## config.mk

```make
export PLATFORM = sky130hd
export DESIGN_NAME = run_sequencer
export DESIGN_NICKNAME = d
export VERILOG_FILES = /design/src/rtl/run_seq_pkg.sv /design/src/rtl/run_seq_timer.sv /design/src/rtl/run_sequencer.sv
export SDC_FILE = /design/constraint.sdc
export NUM_CORES = 1
export LEC_CHECK = 0
export CAP_MARGIN = 30
export CORE_ASPECT_RATIO = 0.7
export CORE_UTILIZATION = 41
export CTS_BUF_LIST = sky130_fd_sc_hd__clkbuf_4 sky130_fd_sc_hd__clkbuf_8
export DETAILED_ROUTE_END_ITERATION = 16
export SYNTH_ARGS = -nofsm -noshare
export SYNTH_HDL_FRONTEND = slang
export SYNTH_SLANG_ARGS = --single-unit
```

## constraint.sdc

```tcl
create_clock -name clk -period 6.1 [get_ports clk]
set_clock_uncertainty 0.05 [all_clocks]
set_input_delay 0.915 -clock clk [delete_from_list [all_inputs] [get_ports clk]]
set_output_delay 0.915 -clock clk [all_outputs]
set_load 0.005 [all_outputs]
```

## src/rtl/run_seq_pkg.sv

```systemverilog
// run_seq_pkg: shared types and default parameter values for the run sequencer.
//   state_e         - sequencer state encoding
//   *_DEF           - default values for N_CH, RST_CYCLES, STAGGER, MAX_CYCLES
package run_seq_pkg;

    typedef enum logic [2:0] {
        ST_IDLE,
        ST_ASSERT,
        ST_RELEASE,
        ST_RUN,
        ST_DONE
    } state_e;

    localparam int unsigned N_CH_DEF       = 2;
    localparam int unsigned RST_CYCLES_DEF = 1;
    localparam int unsigned STAGGER_DEF    = 4;
    localparam int unsigned MAX_CYCLES_DEF = 1000;

endpackage

```

## src/rtl/run_seq_timer.sv

```systemverilog
// run_seq_timer: loadable down-counter with zero flag.
//   clk, reset - rising-edge clock, synchronous active-high reset
//   load       - load counter with load_val (has priority over dec)
//   load_val   - value to load
//   dec        - decrement by one; holds at zero
//   zero       - counter currently equals zero
module run_seq_timer #(
    parameter int unsigned W = 4
) (
    input  logic         clk,
    input  logic         reset,
    input  logic         load,
    input  logic [W-1:0] load_val,
    input  logic         dec,
    output logic         zero
);

    logic [W-1:0] count_q;
    logic [W-1:0] count_d;

    always_comb begin
        count_d = count_q;
        if (load) begin
            count_d = load_val;
        end else if (dec && (count_q != '0)) begin
            count_d = count_q - W'(1);
        end
    end

    always_ff @(posedge clk) begin
        if (reset) begin
            count_q <= '0;
        end else begin
            count_q <= count_d;
        end
    end

    assign zero = (count_q == '0);

endmodule

```

## src/rtl/run_sequencer.sv

```systemverilog
// run_sequencer: drives per-core active-low resets through IDLE -> ASSERT ->
// RELEASE (staggered per channel) -> RUN -> DONE, counting RUN cycles.
//   clk, reset   - rising-edge clock, synchronous active-high reset
//   start        - pulse: begin a sequence (from IDLE or DONE)
//   stop         - abort to IDLE (done/timeout/cycle_count kept)
//   halt_req     - core completion, honoured only in RUN
//   core_resetn  - per-channel active-low reset
//   running      - high while in RUN
//   done         - sticky: run ended by halt_req
//   timeout      - sticky: run ended by reaching MAX_CYCLES
//   cycle_count  - RUN cycles elapsed, saturating at MAX_CYCLES
module run_sequencer
    import run_seq_pkg::*;
#(
    parameter int unsigned N_CH       = N_CH_DEF,
    parameter int unsigned RST_CYCLES = RST_CYCLES_DEF,
    parameter int unsigned STAGGER    = STAGGER_DEF,
    parameter int unsigned MAX_CYCLES = MAX_CYCLES_DEF,
    parameter int unsigned CNT_W      = $clog2(MAX_CYCLES + 1)
) (
    input  logic             clk,
    input  logic             reset,
    input  logic             start,
    input  logic             stop,
    input  logic             halt_req,
    output logic [N_CH-1:0]  core_resetn,
    output logic             running,
    output logic             done,
    output logic             timeout,
    output logic [CNT_W-1:0] cycle_count
);

    // One timer serves both phases, so size it for the longer interval.
    localparam int unsigned TMR_MAX = (RST_CYCLES > STAGGER) ? RST_CYCLES : STAGGER;
    localparam int unsigned TMR_W   = (TMR_MAX > 1) ? $clog2(TMR_MAX) : 1;

    localparam logic [TMR_W-1:0] RST_LOAD = TMR_W'(RST_CYCLES - 1);
    localparam logic [TMR_W-1:0] STG_LOAD = TMR_W'((STAGGER == 0) ? 0 : STAGGER - 1);
    localparam logic [CNT_W-1:0] CNT_MAX  = CNT_W'(MAX_CYCLES);

    state_e            state_q, state_d;
    logic [N_CH-1:0]   core_resetn_q, core_resetn_d;
    logic              running_q, running_d;
    logic              done_q, done_d;
    logic              timeout_q, timeout_d;
    logic [CNT_W-1:0]  cycle_count_q, cycle_count_d;
    logic [CNT_W-1:0]  count_inc;

    logic              tmr_load;
    logic [TMR_W-1:0]  tmr_load_val;
    logic              tmr_dec;
    logic              tmr_zero;

    run_seq_timer #(
        .W (TMR_W)
    ) u_timer (
        .clk      (clk),
        .reset    (reset),
        .load     (tmr_load),
        .load_val (tmr_load_val),
        .dec      (tmr_dec),
        .zero     (tmr_zero)
    );

    assign count_inc = (cycle_count_q == CNT_MAX) ? cycle_count_q
                                                  : cycle_count_q + CNT_W'(1);

    always_comb begin
        state_d       = state_q;
        core_resetn_d = core_resetn_q;
        running_d     = running_q;
        done_d        = done_q;
        timeout_d     = timeout_q;
        cycle_count_d = cycle_count_q;
        tmr_load      = 1'b0;
        tmr_load_val  = '0;
        tmr_dec       = 1'b0;

        unique case (state_q)
            ST_IDLE, ST_DONE: begin
                if (start) begin
                    state_d       = ST_ASSERT;
                    core_resetn_d = '0;
                    running_d     = 1'b0;
                    done_d        = 1'b0;
                    timeout_d     = 1'b0;
                    cycle_count_d = '0;
                    tmr_load      = 1'b1;
                    tmr_load_val  = RST_LOAD;
                end
            end
            ST_ASSERT: begin
                core_resetn_d = '0;
                if (tmr_zero) begin
                    state_d       = ST_RELEASE;
                    core_resetn_d = (STAGGER == 0) ? '1 : N_CH'(1);
                    tmr_load      = 1'b1;
                    tmr_load_val  = STG_LOAD;
                end else begin
                    tmr_dec = 1'b1;
                end
            end
            ST_RELEASE: begin
                // Channels release in index order, so shifting a one in
                // always frees the lowest still-held channel.
                if (&core_resetn_q) begin
                    state_d   = ST_RUN;
                    running_d = 1'b1;
                end else if (tmr_zero) begin
                    core_resetn_d = (core_resetn_q << 1) | N_CH'(1);
                    tmr_load      = 1'b1;
                    tmr_load_val  = STG_LOAD;
                end else begin
                    tmr_dec = 1'b1;
                end
            end
            ST_RUN: begin
                // Counting on every RUN edge, including the exit edge, makes
                // a halt in the Nth RUN cycle report N.
                cycle_count_d = count_inc;
                if (halt_req) begin
                    state_d       = ST_DONE;
                    done_d        = 1'b1;
                    running_d     = 1'b0;
                    core_resetn_d = '0;
                end else if (count_inc == CNT_MAX) begin
                    state_d       = ST_DONE;
                    timeout_d     = 1'b1;
                    running_d     = 1'b0;
                    core_resetn_d = '0;
                end
            end
            default: begin
                state_d       = ST_IDLE;
                core_resetn_d = '0;
                running_d     = 1'b0;
            end
        endcase

        // stop overrides everything decided above; status is kept.
        if (stop) begin
            state_d       = ST_IDLE;
            core_resetn_d = '0;
            running_d     = 1'b0;
            done_d        = done_q;
            timeout_d     = timeout_q;
            cycle_count_d = cycle_count_q;
            tmr_load      = 1'b0;
            tmr_dec       = 1'b0;
        end
    end

    always_ff @(posedge clk) begin
        if (reset) begin
            state_q       <= ST_IDLE;
            core_resetn_q <= '0;
            running_q     <= 1'b0;
            done_q        <= 1'b0;
            timeout_q     <= 1'b0;
            cycle_count_q <= '0;
        end else begin
            state_q       <= state_d;
            core_resetn_q <= core_resetn_d;
            running_q     <= running_d;
            done_q        <= done_d;
            timeout_q     <= timeout_d;
            cycle_count_q <= cycle_count_d;
        end
    end

    assign core_resetn = core_resetn_q;
    assign running     = running_q;
    assign done        = done_q;
    assign timeout     = timeout_q;
    assign cycle_count = cycle_count_q;

endmodule

```

==> impl_metrics.toml, run 1 <==
[clocking]
cts_made_buffers = 3
clockRootBuffer = "clkbuf_8"
htree_levels = 1
ctsResizeCount = 0
cts_num_sinks = 20
cts_tree = "built"
ctsHoldBuffers = 0
post-cts-setup-buffer-count = 0
clk_pin_slew_worst_paths_ps = 80
clockBufferDepth = 2
clk_latency_ps = 250

[power_and_ir_drop]
total_power_mw = 0.2639
total_leakage_power_nw = 0.5259
powerDensity_nw_per_um2 = 170.5
ir_drop_v = 0.0001048

[placed_design]
place_congestion = 0.8687
place_ws_ps = 3449
place_hpwl_mm = 2.397
port_buffers = 19

[finish]
layout-drive-gt1-share_pct = 8.649
fin_nets = 194
antennaDiodeCount = 0
post-route-util_pct = 48.84
area_delta_synth_final_pct = 12.76
final_common_cell = "nor2_1"
final_cell_mix = "nor2_1, dfxtp_1, clkdlybuf4s50_1"

[synthesis]
syn_inst = 173
ys_async_sr_fraction_pct = 0
synth_compound_area_share_pct = 24.16
ys_types = 46
synth_edf_count = 0
synth-simple-area-share_pct = 31.63
ys.flop_type = "dfxtp_1"
ys_seq_area_share_pct = 29.17
synth_warnings = 0
synth-seq-cells = 20
syn_avg_cell_area_sq_um = 7.934
synthAdderAreaFrac_pct = 2.735
synth_area_sq_um = 1373
synth_top_family_by_area = "simple AND/OR/NAND/NOR gates"
synthMuxAreaShare_pct = 1.459
synth-xor-area-share_pct = 0.6381
synth_fp_nets = 181

[floorplanning]
die_h_microns = 50.41
start_util_pct = 43.31
dieArea_sq_um = 3587
num_rows = 17
coreArea_sq_um = 3169
die_w_microns = 71.16
ioPinCount = 20

[flow_run]
cap_violations = 0

[min_path]
hold_path.class = "reg2reg"

[worst_setup_path]
worstSetupEndpointType = "flip-flop"
slowest_stage = "o41ai_2"
r2r_slack_ps = 3620
cp_max_fo = 12
cp-start-kind = "flip-flop"
crit_type = "reg2reg"
crit_chain = "ha_1 -> nand3b_1 -> nor4_1 -> a311oi_1 -> o41ai_2 -> and2_4 -> o211a_1"
max_stage_delay_ps = 520
cp.arrival_ps = 2630
required_ps = 6260

[grt]
antenna_found_initial = 0
grt-ovfl-total = 0
first_global_vias = 1202
grt_pass1_wl_mm = 5.796
groute.usage.overall_pct = 20.83
grt_max_degree = 16

[sta]
fmax_ghz = 0.4039
min_period_over_period_pct = 40.59
slew_headroom_pct = 53.58
finalCriticalPeriod_ps = 2476
rsz0062_at_grt = "false"
whs_ps = 457.5
slew_violations = 0
tns_ps = 0
setup_viol = 0
worst_pin_slew_ps = 696.2
hold_viol_final = 0
setup_ws_ps = 3624

[detailed_routing]
wl_per_cell_microns = 14.62
ant_nets = 0
dr_total_vias = 1314
dr.first_iter.drc_count = 161
routed_wl_mm = 3.260
vias_per_cell = 5.892
firstDrtPassIters = 6
drc = 0

[outcome]
outcome = "completed"
report_power, final:
part           internal, mW  switching [mW]  total [mW]
logic                0.0118          0.0153      0.0271
clock network        0.0574          0.0437       0.101
registers             0.133         0.00295       0.136
cell usage after synthesis (5+ instances only):
master | number | share of area [%]
o21ai_0 | 8 | 2.9
nand2_1 | 17 | 4.6
nor2_1 | 25 | 6.8
a21oi_1 | 18 | 6.6
clkbuf_8 | 5 | 5.0
a211oi_1 | 5 | 2.7
nor3_1 | 8 | 2.9
inv_1 | 6 | 1.6
a311oi_1 | 5 | 3.2
dfxtp_1 | 20 | 29
final cells by class:
cell class | instances | area (sq um)
flip-flops and latches | 20 | 400.4
inverters | 6 | 22.52
multi-input cells | 136 | 832.0
well taps | 38 | 47.55
repair buffers | 19 | 190.2
fillers | 311 | 1622
clock buffers | 4 | 55.05
through the flow:
stage | std cells | area [sq um]
after floorplan | 173 | 1373
after global placement | 219 | 1493
after detailed placement | 219 | 1493
after CTS | 223 | 1548
after global routing | 223 | 1548
final | 223 | 1548
worst paths after layout:
check | startpoint | endpoint | cells after the start
min | u_timer.count_q[1] | u_timer.count_q[1] | 2
max reg2reg | cycle_count[0] | state_q[2] | 7
max | cycle_count[0] | state_q[2] | 7
min reg2reg | u_timer.count_q[1] | u_timer.count_q[1] | 2
worst max-delay path: cells and delay by family, from the launching register on:
kind | cells | cell delay, ps
AND/OR/NAND/NOR | 3 | 840
AO/OA/AOI/OAI | 3 | 780
flip-flops | 1 | 390
adder cells (fa/ha/maj) | 1 | 380
logic make-up (layout without fill, tap and decap cells):
logic type,Yosys count,count (layout)
multiplexers,2,2
adder cells (fa/ha/maj),3,3
flip-flops,20,20
AND/OR/NAND/NOR,80,80
AO/OA/AOI/OAI,50,50
XOR/XNOR,1,1
buffers and inverters,17,29
flip-flops by register name, summed over array words and instances (netlist names):
name / cells
core_resetn: 2
cycle_count: 10
done: 1
running: 1
state_q: 3
timeout: 1
u_timer.count_q: 2
layer usage:
| metal | up-vias | share of wire (%) | wire [microns] | GRT usage (%) |
|---|---|---|---|---|
| met1 | 613 | 52 | 1694 | 30.75 |
| li1 | 653 | - | - | - |
| met3 | 6 | 5.9 | 191 | 5.823 |
| met2 | 42 | 41 | 1326 | 27.78 |
| met4 | 0 | 1.4 | 47 | 8.667 |
| met5 | - | 0 | 0 | 0 |
No activity file was read; power rests on OpenSTA's default activity.
==> inputs of run 2 (changes only) <==
--- a/config.mk
+++ b/config.mk
@@ -10,6 +10,7 @@
 export CORE_UTILIZATION = 41
 export CTS_BUF_LIST = sky130_fd_sc_hd__clkbuf_4 sky130_fd_sc_hd__clkbuf_8
 export DETAILED_ROUTE_END_ITERATION = 16
+export PLACE_DENSITY = 0.65
 export SYNTH_ARGS = -nofsm -noshare
 export SYNTH_HDL_FRONTEND = slang
 export SYNTH_SLANG_ARGS = --single-unit
==> constraint.sdc (replaced) <==
create_clock -name clk -period 2.2 [get_ports clk]
set_clock_uncertainty 0.05 [all_clocks]
set_input_delay 0.33 -clock clk [delete_from_list [all_inputs] [get_ports clk]]
set_output_delay 0.33 -clock clk [all_outputs]
set_load 0.005 [all_outputs]
==> impl_metrics.toml, run 2 (synthesis gave the netlist of run 1 again) <==
[outcome]
outcome = "complete, but fails checks"
violations = "DRC"

[floorplanning]
die_h_microns = 50.41
coreArea_sq_um = 3169
num_rows = 17
start_util_pct = 43.31
die_w_microns = 71.16
dieArea_sq_um = 3587
ioPinCount = 20

[clocking]
ctsHoldBuffers = 0
clk_latency_ps = 270
cts_tree = "built"
cts_num_sinks = 20
clockBufferDepth = 2
clk_pin_slew_worst_paths_ps = 80
clockRootBuffer = "clkbuf_8"
htree_levels = 1
cts_made_buffers = 3

[worst_setup_path]
slowest_stage = "dfxtp_1"
cp.arrival_ps = 2230
max_stage_delay_ps = 500
worstSetupEndpointType = "flip-flop"
crit_chain = "and4_1 -> and4b_1 -> a311oi_2 -> o41ai_4 -> o211ai_1 -> and3_1"
crit_type = "reg2reg"
required_ps = 2320
cp-start-kind = "flip-flop"
cp_max_fo = 8

[flow_run]
cap_violations = 0

[placed_design]
place_congestion = 0.8926
place_hpwl_mm = 2.525
port_buffers = 19
place_ws_ps = 56.63
place_area_sq_um = 1568

[sta]
setup_viol = 0
slew_violations = 0
fmax_ghz = 0.4734
finalCriticalPeriod_ps = 2113
min_period_over_period_pct = 96.03
slew_headroom_pct = 74.28
setup_ws_ps = 87.43
hold_viol_final = 0
worst_pin_slew_ps = 385.8
tns_ps = 0

[power_and_ir_drop]
internal_power_mw = 0.5262
switching_share_pct = 25.89
seq_power_share_pct = 53.0
ir_drop_v = 0.0003004
power_frac_clock_pct = 35.6
powerDensity_nw_per_um2 = 429.9
total_leakage_power_nw = 0.5828
combPwrFrac_pct = 11.4
netSwitchingPower_mw = 0.1838

[finish]
fin_area_sq_um = 1652
area_delta_synth_final_pct = 20.33
layout-drive-gt1-share_pct = 17.01
fin_nets = 204
largest_register_ffs = 10
antennaDiodeCount = 0
final_cell_mix = "nor2_1, clkdlybuf4s50_1, a21oi_1"
final_common_cell = "nor2_1"

[grt]
grt-ovfl-total = 0
antenna_found_initial = 0
grt_max_degree = 15
first_global_vias = 1194
groute.usage.overall_pct = 20.56
grt_pass1_wl_mm = 5.678

[detailed_routing]
routed_wl_mm = 3.483
dr.first_iter.drc_count = 91
ant_nets = 0
dr_total_vias = 1371
vias_per_cell = 5.909
drc = 2
firstDrtPassIters = 11
wl_per_cell_microns = 15.01

[min_path]
hold_path.class = "reg2reg"
-- run 2: cell type report --
type,count,area (sq um)
fillers,296,1518
multi-input cells,136,870.8
flip-flops and latches,20,404.1
repair buffers,29,265.3
well taps,38,47.55
clock buffers,3,41.29
inverters,6,22.52
-- run 2: worst max-delay path: cells and delay by family (launching register included) --
family	cells	cell delay, ps
and+or+nand+nor	3	790
DFF	1	500
AOI/OAI and AO/OA	3	670
-- run 2: repair_timing --
action                                  4_1_cts  5_1_grt
setup buffers                                 0        0
gates resized for setup                       0        9
endpoints found under the setup margin        0        7
-- run 2: worst paths after layout --
| path | to | slack [ps] | cells past startpoint | startpoint |
|---|---|---|---|---|
| min reg2reg | u_timer.count_q[1] | 450 | 2 | u_timer.count_q[1] |
| max | core_resetn[0] | 90 | 6 | cycle_count[5] |
| min | u_timer.count_q[1] | 450 | 2 | u_timer.count_q[1] |
| max reg2reg | core_resetn[0] | 90 | 6 | cycle_count[5] |
-- run 2: per-stage QoR --
step | instances | hold WS [ps] | power [mW] | util [%]
6_report | 232 | 445.5 | 0.7100 | 52.11
3_5_place_dp | 229 | 443.1 | 0.4646 | 49.47
4_1_cts | 232 | 456.7 | 0.7156 | 50.77
2_1_floorplan | 173 | 352.1 | 0.4367 | -
3_3_place_gp | 229 | 430.2 | 0.4617 | 49.47
5_1_grt | 232 | 478.6 | 0.7415 | 52.11
-- run 2: metal layers --
| layer | global-route usage [%] | up-vias | wire length, microns |
|---|---|---|---|
| met3 | 5.823 | 8 | 286 |
| met2 | 28.41 | 58 | 1450 |
| li1 | - | 669 | - |
| met5 | 0 | - | 0 |
| met4 | 6.667 | 0 | 61 |
| met1 | 30.18 | 636 | 1685 |
-- run 2: power groups by stage --
stage	logic (mW)	clock network [mW]	registers, mW
finish	0.0810	0.253	0.376
global route	0.0913	0.272	0.378
CTS	0.0806	0.259	0.376
detailed placement	0.0800	0	0.385
global placement	0.0776	0	0.384
floorplan	0.0566	0	0.380
